File: config.mk
export PLATFORM = sky130hd
export DESIGN_NAME = seg7_countdown_scan
export DESIGN_NICKNAME = d
export VERILOG_FILES = /design/src/rtl/seg7_pkg.sv /design/src/rtl/seg7_decode.sv /design/src/rtl/seg7_countdown_scan.sv
export SDC_FILE = /design/constraint.sdc
export NUM_CORES = 1
export LEC_CHECK = 0
export ABC_AREA = 1
export CORE_AREA = 2 2 65 113
export DETAILED_ROUTE_END_ITERATION = 16
export DIE_AREA = 0 0 67 115
export GPL_ROUTABILITY_DRIVEN = 0
export PLACE_DENSITY = 0.84
export SYNTH_ARGS = -nofsm -noshare
export SYNTH_HDL_FRONTEND = slang
export SYNTH_SLANG_ARGS = --single-unit
File: constraint.sdc
create_clock -name clk -period 5.6 [get_ports clk]
set_input_delay 0.84 -clock clk [delete_from_list [all_inputs] [get_ports clk]]
set_output_delay 0.84 -clock clk [all_outputs]
set_load 0.05 [all_outputs]
File: src/rtl/seg7_pkg.sv
// Shared types and constants for the countdown 7-segment display stage.
// Segment patterns are active-low, ordered a..g with index 0 = a.
package seg7_pkg;

   localparam logic [0:6] SEG_0     = 7'b0000001;
   localparam logic [0:6] SEG_1     = 7'b1001111;
   localparam logic [0:6] SEG_2     = 7'b0010010;
   localparam logic [0:6] SEG_3     = 7'b0000110;
   localparam logic [0:6] SEG_4     = 7'b1001100;
   localparam logic [0:6] SEG_5     = 7'b0100100;
   localparam logic [0:6] SEG_6     = 7'b0100000;
   localparam logic [0:6] SEG_7     = 7'b0001111;
   localparam logic [0:6] SEG_8     = 7'b0000000;
   localparam logic [0:6] SEG_9     = 7'b0000100;
   localparam logic [0:6] SEG_BLANK = 7'b1111111;
   localparam logic [0:6] SEG_DASH  = 7'b1111110;

   typedef logic [3:0] digit_t;
   localparam digit_t DIG_BLANK = 4'd10;
   localparam digit_t DIG_DASH  = 4'd11;

   typedef enum logic [1:0] {IDLE, CONV1, CONV2, COMMIT} state_t;

endpackage

File: src/rtl/seg7_decode.sv
// Digit code to active-low segment pattern; purely combinational, zero latency.
// No flow control; codes above DASH decode to blank.
module seg7_decode
   import seg7_pkg::*;
(
   input  digit_t     code_i,
   output logic [0:6] seg_o
);

   always_comb begin
      seg_o = SEG_BLANK;
      case (code_i)
         4'd0:     seg_o = SEG_0;
         4'd1:     seg_o = SEG_1;
         4'd2:     seg_o = SEG_2;
         4'd3:     seg_o = SEG_3;
         4'd4:     seg_o = SEG_4;
         4'd5:     seg_o = SEG_5;
         4'd6:     seg_o = SEG_6;
         4'd7:     seg_o = SEG_7;
         4'd8:     seg_o = SEG_8;
         4'd9:     seg_o = SEG_9;
         DIG_DASH: seg_o = SEG_DASH;
         default:  seg_o = SEG_BLANK;
      endcase
   end

endmodule

File: src/rtl/seg7_countdown_scan.sv
// Two countdown values -> BCD by repeated subtraction -> 4-digit multiplexed display.
// upd to done is (tens1+1)+(tens2+1)+1 cycles; upd is dropped while busy or in COMMIT.
module seg7_countdown_scan
   import seg7_pkg::*;
#(
   parameter int REFRESH_DIV = 50000,
   parameter bit BLANK_LZ    = 1'b1,
   parameter int CNT_W       = 7
) (
   input  logic             clk,
   input  logic             reset,
   input  logic             upd,
   input  logic [CNT_W-1:0] t1,
   input  logic [CNT_W-1:0] t2,
   output logic             busy,
   output logic             done,
   output logic [0:6]       a_to_g,
   output logic [3:0]       an,
   output logic             dp
);

   localparam int               PW        = (REFRESH_DIV > 1) ? $clog2(REFRESH_DIV) : 1;
   localparam logic [PW-1:0]    PRESC_MAX = PW'(REFRESH_DIV - 1);
   localparam logic [CNT_W-1:0] TEN       = CNT_W'(10);
   localparam logic [CNT_W-1:0] MAX_VAL   = CNT_W'(99);

   state_t           state_q, state_d;
   logic [CNT_W-1:0] rem_q, rem_d, t2_q, t2_d;
   digit_t           tens_q, tens_d;
   logic             oor1_q, oor1_d, oor2_q, oor2_d;
   digit_t [3:0]     conv_q, conv_d, disp_q, disp_d;

   logic [PW-1:0]    presc_q, presc_d;
   logic [1:0]       idx_q, idx_d;
   logic             started_q, started_d;
   logic             wrap;
   digit_t           sel_code;
   logic [0:6]       seg_dec, seg_d, seg_q;
   logic [3:0]       an_d, an_q;
   logic             dp_d, dp_q;

   always_comb begin
      state_d = state_q;
      rem_d   = rem_q;
      t2_d    = t2_q;
      tens_d  = tens_q;
      oor1_d  = oor1_q;
      oor2_d  = oor2_q;
      conv_d  = conv_q;
      disp_d  = disp_q;
      busy    = 1'b0;
      done    = 1'b0;
      case (state_q)
         IDLE: begin
            if (upd) begin
               rem_d   = t1;
               t2_d    = t2;
               tens_d  = '0;
               oor1_d  = (t1 > MAX_VAL);
               oor2_d  = (t2 > MAX_VAL);
               state_d = CONV1;
            end
         end
         CONV1: begin
            busy = 1'b1;
            if (!oor1_q && rem_q >= TEN) begin
               rem_d  = rem_q - TEN;
               tens_d = tens_q + 4'd1;
            end else begin
               conv_d[3] = oor1_q ? DIG_DASH : tens_q;
               conv_d[2] = oor1_q ? DIG_DASH : digit_t'(rem_q[3:0]);
               rem_d     = t2_q;
               tens_d    = '0;
               state_d   = CONV2;
            end
         end
         CONV2: begin
            busy = 1'b1;
            if (!oor2_q && rem_q >= TEN) begin
               rem_d  = rem_q - TEN;
               tens_d = tens_q + 4'd1;
            end else begin
               conv_d[1] = oor2_q ? DIG_DASH : tens_q;
               conv_d[0] = oor2_q ? DIG_DASH : digit_t'(rem_q[3:0]);
               state_d   = COMMIT;
            end
         end
         COMMIT: begin
            done    = 1'b1;
            disp_d  = conv_q;
            state_d = IDLE;
         end
         default: state_d = IDLE;
      endcase
   end

   // Outputs are computed from the next index so they switch on the same edge as idx_q.
   always_comb begin
      wrap      = (presc_q == PRESC_MAX);
      presc_d   = wrap ? '0 : presc_q + PW'(1);
      idx_d     = wrap ? idx_q + 2'd1 : idx_q;
      started_d = started_q | wrap;
      sel_code  = disp_q[idx_d];
      if (BLANK_LZ && idx_d[0] && sel_code == 4'd0) begin
         sel_code = DIG_BLANK;
      end
      an_d  = 4'b1111;
      seg_d = SEG_BLANK;
      dp_d  = 1'b1;
      if (started_d) begin
         an_d  = ~(4'b0001 << idx_d);
         seg_d = seg_dec;
         dp_d  = (idx_d != 2'd2);
      end
   end

   seg7_decode u_decode (
      .code_i (sel_code),
      .seg_o  (seg_dec)
   );

   always_ff @(posedge clk or posedge reset) begin
      if (reset) begin
         state_q   <= IDLE;
         rem_q     <= '0;
         t2_q      <= '0;
         tens_q    <= '0;
         oor1_q    <= 1'b0;
         oor2_q    <= 1'b0;
         conv_q    <= '0;
         disp_q    <= '0;
         presc_q   <= '0;
         idx_q     <= '0;
         started_q <= 1'b0;
         an_q      <= 4'b1111;
         seg_q     <= SEG_BLANK;
         dp_q      <= 1'b1;
      end else begin
         state_q   <= state_d;
         rem_q     <= rem_d;
         t2_q      <= t2_d;
         tens_q    <= tens_d;
         oor1_q    <= oor1_d;
         oor2_q    <= oor2_d;
         conv_q    <= conv_d;
         disp_q    <= disp_d;
         presc_q   <= presc_d;
         idx_q     <= idx_d;
         started_q <= started_d;
         an_q      <= an_d;
         seg_q     <= seg_d;
         dp_q      <= dp_d;
      end
   end

   assign an     = an_q;
   assign a_to_g = seg_q;
   assign dp     = dp_q;

endmodule

* Word-level counts from Yosys, hierarchy flattened *
Memories as Yosys holds them, arrays and structs flattened.
Cells that the tools add are included.

word-level totals
  memories = 1
  input bits = 17
  output and inout port bits = 14
  memory bits (read-only) = 112
  logic and storage cells = 83
  register bits = 85

memories
  name             depth  bits a word  read ports  clocked after Yosys merged registers in  write ports  RTL line           source
  (no name shown)  16     7            1           0                                        0            seg7_decode.sv:12  case (code_i)

operators by class
  add/subtract/negate cells = 4
  eq/ne operators = 9
  reductions and logical operators = 14
  order comparisons = 4
  bitwise operators = 4
  shift operators = 1
  muxes and demuxes = 26

operators with widths
  kind                     count
  $mux W4                  10
  $mux W7                  4
  $pmux W7 S3              1
  $add A16 B1 Y16 const B  1
  $eq A16 B16 Y1 const B   1
  $mux W16                 1
  $gt A7 B7 Y1 const B     2
  $pmux W4 S3              1
  $ne A2 B2 Y1 const B     5
  $bmux W4 S2              1
  $mux W2                  4
  $pmux W2 S4              1
  $ge A7 B4 Y1 const B     1
  $sub A7 B4 Y7 const B    1
  $reduce_and A2 Y1        3
  $reduce_and A3 Y1        2
  $add A4 B1 Y4 const B    1
  $eq A2 B2 Y1 const B     2
  $logic_not A4 Y1         1
  $not A4 Y4               1
  $shl A1 B2 Y4 const A    1
  $logic_and A1 B1 Y1      3
  $lt A2 B3 Y1 const B     1
  $mux W1                  3
  8 further kinds          10

* Longest topological paths before layout *
An unclocked memory read counts as a cell.

  word-level depth = 9
  gate-level depth with buffers = 20
  gate-level depth less buffers = 20

* Cells and area by module *
A second synthesis with hierarchy kept.

unflattened totals
  cell total of the unflattened synthesis = 524
  area, all modules = 4329.2 µm²

by module, submodules not included
  module               instances  sequential area each (µm²)  area an instance (µm²)  cells an instance
  seg7_countdown_scan  1          2115.8                      4124.0                  487
  seg7_decode          1          0.0                         205.2                   37

* Worst setup path before layout *
OpenSTA, ideal clock, no wires.

  kind = reg-to-reg
  start point = register presc_q[0]
  end point = register seg_q (netlist bit a_to_g[6])
  period minus slack after synthesis = 2.321 ns
  library setup time = 0.078 ns
  path buffers = 0
  cell stages (with the launch flop) = 17
  required time = 5.522 ns
  path slack = 3.279 ns
  arrival time = 2.244 ns
  cells stage by stage = dfrtp_1 -> ha_1 -> nand3_2 -> nor2_2 -> nand3_2 -> nand2_2 -> nand2_1 -> nand2_1 -> nand2_2 -> nand2_4 -> nor2_4 -> nand2_4 -> nand2_1 -> ha_1 -> or2_1 -> a21oi_1 -> nand2_1

between the ends
  cells in the longest elaborated chain, start to end = 9

RTL lines
  item                           RTL line                    source
  from (decl)                    seg7_countdown_scan.sv:33   logic [PW-1:0] presc_q, presc_d;
  from (signal assigned)         seg7_countdown_scan.sv:147  presc_q <= presc_d;
  $eq A16 B16 Y1 (*)             seg7_countdown_scan.sv:99   wrap = (presc_q == PRESC_MAX);
  $mux W2 (*)                    seg7_countdown_scan.sv:101  idx_d = wrap ? idx_q + 2'd1 : idx_q;
  via idx_d[0]                   seg7_countdown_scan.sv:34   logic [1:0] idx_q, idx_d;
  $bmux W4 S2                    seg7_countdown_scan.sv:103  sel_code = disp_q[idx_d];
  $mux W4 (implied by the code)  seg7_countdown_scan.sv:103
  $logic_not A4 Y1               seg7_countdown_scan.sv:104  if (BLANK_LZ && idx_d[0] && sel_code == 4'd0) begin
  $logic_and A1 B1 Y1            seg7_countdown_scan.sv:104
  $mux W4 (*)                    seg7_countdown_scan.sv:104
  $mem_v2 Z16 W7 (*)             --
  $mux W7 (*)                    seg7_countdown_scan.sv:110  if (started_d) begin
  via seg_d, one bit             seg7_countdown_scan.sv:38   logic [0:6] seg_dec, seg_d, seg_q;
  to (signal assigned)           seg7_countdown_scan.sv:151  seg_q <= seg_d;
  to (decl)                      seg7_countdown_scan.sv:38

Mark *: on every way through the listed nets, which the timed path passes. The rest lies on a longest branch. The select of a mux whose other input is x is not followed.
A chain may end at the register's enable or synchronous reset.

* Worst setup path in the final report *
  start point = register state_q[0]
  end point = output port done

between the ends
  cells in the longest elaborated chain, start to end = 2

RTL lines
  item                    RTL line                    source
  from (decl)             seg7_countdown_scan.sv:27   state_t state_q, state_d;
  from (signal assigned)  seg7_countdown_scan.sv:139  state_q <= state_d;
  $eq A2 B2 Y1            seg7_countdown_scan.sv:53   case (state_q)
  $mux W1                 seg7_countdown_scan.sv:53
  to (decl)               seg7_countdown_scan.sv:16   output logic done,

Every way passes these cells.

==> flow_metrics.py <==
metrics = {
    "placement": {
        "dpl_cell_area_um2": 4550,
        "io_buffers": 30,
        "dp_hpwl_mm": 6.31,
    },
    "drt": {
        "wl_per_cell_um": 13.8,
        "ant_nets": 0,
        "drt-vias-per-instance": 5.57,
        "drt_iter0_drc": 251,
        "wl_mm": 8.44,
        "routed-via-count": 3409,
        "post-route-drc-count": 0,
        "dr.pass1.iters": 4,
    },
    "clock_tree": {
        "cts_tree": "done",
        "postCtsSetupBuffers": 0,
        "cts_buffers": 9,
        "cts-root-buf": "clkbuf_16",
        "holdBufCountCts": 0,
        "cts.htree.levels": 3,
        "post_cts_resized": 0,
        "clk_latency_ns": 0.34,
        "clockBufferDepth": 2,
        "clock-sinks": 84,
        "path_clk_slew_ns": 0.06,
    },
    "pwr": {
        "p_leak_uw": 0.00230,
        "irDropWorstVdd_mv": 0.312,
        "power_uw": 2380,
        "power.density_nw_per_um2": 492,
    },
    "timing": {
        "min_period_ns": 3.36,
        "rsz0062_at_grt": "false",
        "maxSlewHeadroom": 0.192,
        "finalSetupViolCount": 0,
        "fmax_mhz": 298,
        "tns_ns": 0,
        "fin_skew_ns": 0.00642,
        "min_period_over_period": 0.599,
        "finalHoldViolCount": 0,
        "tightest_slew_ns": 1.21,
        "maxSlewViolCount": 0,
    },
    "final_layout": {
        "fin_nets": 554,
        "utilization": 0.710,
        "layout-drive-gt1-share": 0.114,
        "syn2layout_area_growth_pct": 15.7,
        "n_antenna_cell": 0,
        "final_cell_area_um2": 4830,
    },
    "die": {
        "die_h_um": 115,
        "coreArea_um2": 6810,
        "die_area_um2": 7710,
        "die_w_um": 67,
        "num_io_pins": 31,
        "start_util": 0.614,
        "rows": 40,
    },
    "min_path": {
        "hold_class": "register to register",
    },
    "yosys": {
        "synth_area_um2": 4180,
        "syn-mean-instance-area_um2": 8.50,
        "yosys-top-cells-area": "dfrtp_1 44%, nand2_1 7.5%, dfstp_2 6.9%, inv_1 5.9%, o21ai_0 5.3%",
        "synth-seq-cells": 84,
        "ys_types": 41,
        "syn_nets": 523,
        "synth_cells": 492,
        "synth_top_area_cell": "dfrtp_1",
        "synth_top_area_share": 0.437,
        "ys_seq_area_frac": 0.506,
        "yosysWarnings": 0,
    },
    "grt": {
        "use_met2": 0.485,
        "grt_pass1_wl_mm": 14.4,
        "grt_pass1_vias": 3531,
        "overflow": 0,
        "antenna_found_initial": 0,
        "grt_use_met1": 0.218,
        "grt_usage": 0.247,
        "grt_most_used_layer": "met2",
        "use_met3": 0.0431,
        "grt_max_degree": 85,
    },
    "flow_run": {
        "cap_violations": 0,
    },
    "worst_setup_path": {
        "cp.required_ns": 4.76,
        "critical_path_class": "register to output port",
        "crit_path_max_fanout": 32,
        "arrival_ns": 2.52,
        "startpoint_type": "register",
        "cp-end-kind": "output port",
    },
    "run_status": {
        "outcome": "complete, no violations",
    },
}
cell usage after synthesis:
library cell / n
a21oi_1: 27
dfrtp_1: 73
o31ai_1: 1
a31oi_1: 3
dfstp_2: 11
o21ba_2: 1
clkinv_1: 1
nand2_4: 5
o21ai_0: 44
o211ai_1: 2
o211a_1: 1
buf_4: 1
ha_1: 14
nand2_1: 84
a21o_1: 2
nand3_1: 42
nor3_1: 3
nor2_1: 52
o21a_1: 2
nand2_2: 10
o221ai_1: 1
nand4_1: 3
mux2_2: 2
inv_1: 66
a2bb2oi_1: 1
inv_2: 4
o21ai_4: 1
or2_2: 2
or2_1: 2
xnor2_1: 1
nand3_2: 3
buf_1: 1
nor2_4: 2
clkbuf_1: 9
o32ai_1: 1
a211oi_1: 3
o22ai_1: 1
xor2_1: 4
a32oi_1: 2
nor4_1: 1
nor2_2: 3
worst max-delay path, stage by stage (launching register included):
cell and delay (ns):
dfrtp_1 0.37, ha_1 0.84, clkdlybuf4s50_1 0.96
metal layers:
layer / up-vias / part of all wire
li1: 1657 / -
met1: 1645 / 0.35
met2: 81 / 0.59
met3: 26 / 0.026
met4: 0 / 0.032
met5: - / 0
cell usage in the layout (no fill, tap or decap), types with 3 or more instances in the layout:
cell type and instances:
nand4_1 3, clkbuf_16 9, ha_1 14, dfstp_2 11
o21ai_0 44, inv_2 4, clkinv_2 4, a211oi_1 3
inv_1 65, xor2_1 4, nand2_2 10, nand3_2 3
nand2_1 84, a21oi_1 27, nor2_2 3, dfrtp_1 73
nor2_1 52, clkdlybuf4s50_1 30, nand3_1 42, a31oi_1 3
nor3_1 3, nand2_4 5
layout make-up:
class                           count  area, um2
Sequential cell                    84       2120
Inverter                           71        268
Clock buffer                       11        233
Clock inverter                      5       52.6
Timing Repair Buffer               31        308
Tap cell                           84        105
Multi-Input combinational cell    326       1750
Fill cell                         520       1970
cells by family (layout without fill, tap and decap cells):
kind of cell / count (synthesis) / count (layout) / synth area share
multiplexers: 2 / 2 / 0.00539
AO/OA/AOI/OAI: 93 / 93 / 0.128
adder cells (fa/ha/maj): 14 / 14 / 0.0419
buffers and inverters: 82 / 118 / 0.0745
flip-flops: 84 / 84 / 0.506
AND/OR/NAND/NOR: 212 / 212 / 0.233
XOR/XNOR: 5 / 5 / 0.0105
per-stage QoR:
| step | hold slack (ns) | cells | setup WS (ns) |
|---|---|---|---|
| 2_1_floorplan | 0.433 | 492 | 2.61 |
| 3_3_place_gp | 0.443 | 596 | 2.63 |
| 3_5_place_dp | 0.461 | 596 | 2.58 |
| 4_1_cts | 0.469 | 612 | 2.22 |
| 5_1_grt | 0.502 | 612 | 2.05 |
| 6_report | 0.489 | 612 | 2.24 |
sequential cells by signal, indices dropped and copies added, names as in the netlist:
signal	flops
disp_q	16
oor2_q	1
rem_q	7
idx_q	2
state_q	2
started_q	1
an	4
oor1_q	1
t2_q	7
conv_q	16
a_to_g	7
presc_q	16
tens_q	4
final timing paths:
check / startpoint / to / slack, ns / cells after the start
worst max-delay path: state_q[0] / done / 2.24 / 2
worst min-delay path: presc_q[0] / presc_q[0] / 0.49 / 1
worst max register to register: rem_q[2] / rem_q[3] / 2.84 / 12
worst min register to register: presc_q[0] / presc_q[0] / 0.49 / 1
max in group asynchronous: reset / presc_q[15] / 3.79 / 3
min in group asynchronous: reset / presc_q[11] / 1.13 / 3
where the power goes:
part / switching (uW) / total [uW] / leakage (uW) / internal [uW]
clock network: 230 / 573 / 0.000139 / 343
logic: 585 / 897 / 0.00113 / 312
registers: 114 / 907 / 0.00103 / 793
Power figures use the tool's default switching activity.
